[src/rtl/tally_result_resolver.sv]
// Post-poll result stage: scans every candidate slot of the tally store and resolves
// winner, maximum count, tie status and total vote count, announced with a done pulse.
module tally_result_resolver #(
  parameter int NUM_CAND = 4,
  parameter int IDX_W    = 2,
  parameter int CNT_W    = 8
) (
  input  logic                   clk,
  input  logic                   rst_n,
  input  logic                   start,
  output logic                   rd_en,
  output logic [IDX_W-1:0]       rd_addr,
  input  logic [CNT_W-1:0]       count_bin,
  output logic                   busy,
  output logic                   done,
  output logic [IDX_W-1:0]       winner,
  output logic [CNT_W-1:0]       max_count,
  output logic                   tie,
  output logic [CNT_W+IDX_W-1:0] total,
  output logic [1:0]             dbg_state
);

  typedef enum logic [1:0] {S_IDLE, S_READ, S_CMP, S_FIN} state_t;

  localparam logic [IDX_W-1:0] LAST = IDX_W'(NUM_CAND - 1);

  state_t                   state;
  logic [IDX_W-1:0]         idx;
  logic [IDX_W-1:0]         w_win;
  logic [CNT_W-1:0]         w_max;
  logic                     w_tie;
  logic [CNT_W+IDX_W-1:0]   w_tot;

  logic [IDX_W-1:0]         nxt_win;
  logic [CNT_W-1:0]         nxt_max;
  logic                     nxt_tie;
  logic [CNT_W+IDX_W-1:0]   nxt_tot;

  assign dbg_state = state;

  // Fold the sampled count into the working results; slot 0 seeds them.
  always_comb begin
    nxt_win = w_win;
    nxt_max = w_max;
    nxt_tie = w_tie;
    nxt_tot = w_tot + {{IDX_W{1'b0}}, count_bin};
    if (idx == '0) begin
      nxt_win = '0;
      nxt_max = count_bin;
      nxt_tie = 1'b0;
    end else if (count_bin > w_max) begin
      nxt_win = idx;
      nxt_max = count_bin;
      nxt_tie = 1'b0;
    end else if (count_bin == w_max) begin
      nxt_tie = 1'b1;
    end
  end

  // Read handshake: rd_en is a one-cycle strobe with no back-pressure; count_bin
  // carries the addressed slot's count exactly one cycle later (the CMP cycle).
  always_ff @(posedge clk or negedge rst_n) begin
    if (!rst_n) begin
      state     <= S_IDLE;
      idx       <= '0;
      w_win     <= '0;
      w_max     <= '0;
      w_tie     <= 1'b0;
      w_tot     <= '0;
      rd_en     <= 1'b0;
      rd_addr   <= '0;
      busy      <= 1'b0;
      done      <= 1'b0;
      winner    <= '0;
      max_count <= '0;
      tie       <= 1'b0;
      total     <= '0;
    end else begin
      done <= 1'b0;
      case (state)
        // FIN behaves like IDLE towards start so a held start chains passes back to back.
        S_IDLE, S_FIN: begin
          if (start) begin
            state   <= S_READ;
            idx     <= '0;
            w_win   <= '0;
            w_max   <= '0;
            w_tie   <= 1'b0;
            w_tot   <= '0;
            rd_en   <= 1'b1;
            rd_addr <= '0;
            busy    <= 1'b1;
          end else begin
            state <= S_IDLE;
            busy  <= 1'b0;
          end
        end
        S_READ: begin
          state   <= S_CMP;
          rd_en   <= 1'b0;
          rd_addr <= '0;
        end
        S_CMP: begin
          w_win <= nxt_win;
          w_max <= nxt_max;
          w_tie <= nxt_tie;
          w_tot <= nxt_tot;
          if (idx == LAST) begin
            state     <= S_FIN;
            done      <= 1'b1;
            winner    <= nxt_win;
            max_count <= nxt_max;
            tie       <= nxt_tie;
            total     <= nxt_tot;
          end else begin
            state   <= S_READ;
            idx     <= idx + 1'b1;
            rd_en   <= 1'b1;
            rd_addr <= idx + 1'b1;
          end
        end
        default: state <= S_IDLE;
      endcase
    end
  end

endmodule

[config.mk]
export PLATFORM = sky130hd
export DESIGN_NAME = tally_result_resolver
export DESIGN_NICKNAME = d
export VERILOG_FILES = /design/src/rtl/tally_result_resolver.sv
export SDC_FILE = /design/constraint.sdc
export NUM_CORES = 1
export LEC_CHECK = 0
export BUFFER_PORTS_ARGS = -buffer_cell sky130_fd_sc_hd__buf_2
export CAP_MARGIN = 20
export CORE_ASPECT_RATIO = 0.8
export CORE_MARGIN = 2
export CORE_UTILIZATION = 25
export CTS_BUF_LIST = sky130_fd_sc_hd__clkbuf_8
export DETAILED_ROUTE_END_ITERATION = 8
export GPL_TIMING_DRIVEN = 0
export HOLD_SLACK_MARGIN = 0.1
export PLACE_DENSITY = 0.41
export REMOVE_ABC_BUFFERS = 1
export SKIP_LAST_GASP = 1
export SYNTH_ARGS = -nofsm -noshare
export SYNTH_HDL_FRONTEND = slang
export SYNTH_SLANG_ARGS = --single-unit
[constraint.sdc]
create_clock -name clk -period 2.34 [get_ports clk]
set_input_delay 0.234 -clock clk [delete_from_list [all_inputs] [get_ports clk]]
set_output_delay 0.234 -clock clk [all_outputs]
set_load 0.01 [all_outputs]
==> impl_results.md <==
* Mapped Area at 0.002877 mm²
* Die area at 0.01239 mm²
* Nets@finish at 361
* Startpoint Class: flop
* WP data required at 2.55 ns
* Vias at 2377
* Most common cell in the synthesized netlist: dfrtp_1
* Syn_area_per_cell at 9.953 µm²
* Fin area at 0.003420 mm²
* Top_reg_cell synth: dfrtp_1
* Critical Path, Cell by Cell: inv_1 -> ha_1 -> nor2b_1 -> o211ai_1 -> a211oi_4 -> or3_4 -> o311ai_1
* Sum of buffers and inverters on the critical path at 1
* Placed Area at 0.003224 mm²
* Ys Warns at 0
* Syn Inst Count at 289
* PortBufs at 38
* Initial DRC Count at 95
* Clock skew at 0.007809 ns
* Post-synth EDFFs at 0
* Fmax at 449.6 MHz
* Setup TNS at 0 ns
* 1st-pass router iterations at 4
* VDD IR max at 0.2374 mV
* Unrepaired setup endpoints after global routing: yes
* Kind of end point of the critical path: flop
* HPWL Detailed at 5114 µm
* Dpl cells at 464
* GRT overflow at 0
* Slew headroom at 0.6199
* Fin. Hold Viols at 0
* ANT cells at 0
* Pins over their slew limit at 0
* Final ANT Viol Nets at 0
* Drt via density at 4.973
* Final worst slack at 0.1160 ns
* CTS tree: done
* Wirelength per Cell at 15.46 µm
* Clk buf depth at 2
* CTS root buffer: clkbuf_8
* Minimum clock period at 2.224 ns
* Layout area overhead at 18.88%
* Slowest stage cell on the critical path: or3_4
* CTS Sinks at 51
* GP Congestion at 0.7241
* Leak at 1.458 nW
* Row cnt at 35
* Cell Pwr Density at 925.5 mW/mm²
* Initial antenna violation count at 0
* CP max stage delay at 0.46 ns
* Core Region at 0.01139 mm²
* Largest area contributor in the netlist: dfrtp_1
* Vias in the first global route at 2283
* Place WS at -0.6580 ns
* Die Ht at 99.94 µm
* Final setup fails at 0
* Starting Density at 0.2526
* Slew @ Worst Pin at 0.5642 ns
* Die X at 123.9 µm
* Maxcap violations at 0
* Htree depth at 2
* Layout cell share with drive strength beyond 1 at 0.2030
* Crit path DAT at 2.43 ns
* FFs w/ async S/R, synth at 1.000
* CP delay by family, top: compound AO/OA/AOI/OAI gates
* Sequential element share of the synthesized area at 0.4437
* Most frequent cells after synthesis: dfrtp_1 (51), nand2_1 (38), ha_1 (20)
* Netlist cell types at 53
* #FFs+latches synth at 51
* Worst hold-check path type: input port to flop
* Period Utilization, post-route at 0.9504
* Largest net degree at the start of global routing at 46
* Finished Layout Cells at 478
* Status: completed
* IO Count at 39
* Total CTS buffers at 5
* Worst Path Max Fanout at 8
* CTS clk-pin slew, worst paths at 0.10 ns
* Cell types occupying the most area after synthesis: dfrtp_1 (44%), ha_1 (8.7%), nand2_1 (5.0%), o311ai_0 (4.0%), a32o_1 (2.8%)
* Fillers at 1229
* # DRC at 0
* Skew-Pair Late Insertion Delay at 0.31 ns
* Total GRT Usage at 0.1275
* Drt total wl at 7391 µm
* Synth top area share at 0.4437
* Global-route wire length before repair at 12280 µm
* Worst Setup Path Type: flop to flop
metrics by stage:
stage	total power [W]	util	hold WS [ns]
final	0.003165	0.3003	0.2041
after global routing	0.003439	0.3003	0.2011
after CTS	0.003144	0.2945	0.1895
after detailed placement	0.002520	0.2832	0.2023
after global placement	0.002473	0.2799	0.4658
after floorplan	0.002063	-	-0.06159
layout by cell type, fill, tap and decap left out, drive strengths merged, types with 6 or more instances in the layout:
| master | instances |
|---|---|
| buf | 44 |
| clkbuf | 7 |
| inv | 18 |
| nand2 | 38 |
| ha | 20 |
| o21ai | 17 |
| o311ai | 14 |
| dfrtp | 51 |
| a22o | 7 |
| a32o | 8 |
| a21oi | 11 |
| o211ai | 6 |
| nor2 | 14 |
final timing paths:
| path | endpoint | depth (start not counted) | startpoint | slack [ns] |
|---|---|---|---|---|
| max | max_count[1] | 7 | w_max[1] | 0.12 |
| min | busy | 2 | start | 0.20 |
| max reg2reg | max_count[1] | 7 | w_max[1] | 0.12 |
| min reg2reg | total[4] | 2 | total[4] | 0.49 |
| max in group asynchronous | w_tot[5] | 3 | rst_n | 1.40 |
| min in group asynchronous | total[0] | 2 | rst_n | 0.39 |
per-layer routing:
metal	vias up	part of all wire	global-route usage
met5	-	0	0
met4	0	0.0092	0.02852
met3	8	0.041	0.02670
met2	46	0.44	0.1910
met1	1160	0.51	0.1888
li1	1163	-	-
timing repair:
item / 4_1_cts / 5_1_grt
gates cloned: 0 / 1
resized for setup: 4 / 12
hold buffers: 1 / 0
buffers inserted: 0 / 4
endpoints found under the setup margin: 27 / 19
hold endpoints to repair: 15 / 0
pin swaps: 0 / 4
power breakdown:
part	total (W)	switching, W	leakage [nW]	internal, W
clock network	0.000584	0.000314	0.0505	0.000270
registers	0.00119	0.000121	0.606	0.00107
logic	0.00139	0.000841	0.802	0.000544
total	0.00316	0.00128	1.46	0.00189
final cells by class:
class                   instances  area [µm²]  area share
repair buffers                 45       261.5     0.07647
multi-input cells             207        1520      0.4446
clock inverters                 1       7.507    0.002195
clock buffers                   7       96.34     0.02817
flip-flops and latches         51        1276      0.3732
inverters                      19       72.57     0.02122
well taps                     148       185.2     0.05415
state kept, by name, indices dropped and copies added, names as in the netlist:
name,cells
rd_addr,2
w_tie,1
idx,2
total,10
w_win,2
dbg_state,2
max_count,8
busy,1
done,1
winner,2
w_max,8
rd_en,1
tie,1
w_tot,10
logic make-up (layout without fill, tap and decap cells):
group	after synthesis	count (layout)	synth area share
compound gates	93	93	0.2440
xor+xnor	4	4	0.01218
fa+ha+maj	21	21	0.09395
buf+inv	32	72	0.04741
flops	51	51	0.4437
mux	3	3	0.01131
simple gates	85	86	0.1475
Note: power is estimated with default switching activity, not from simulation.
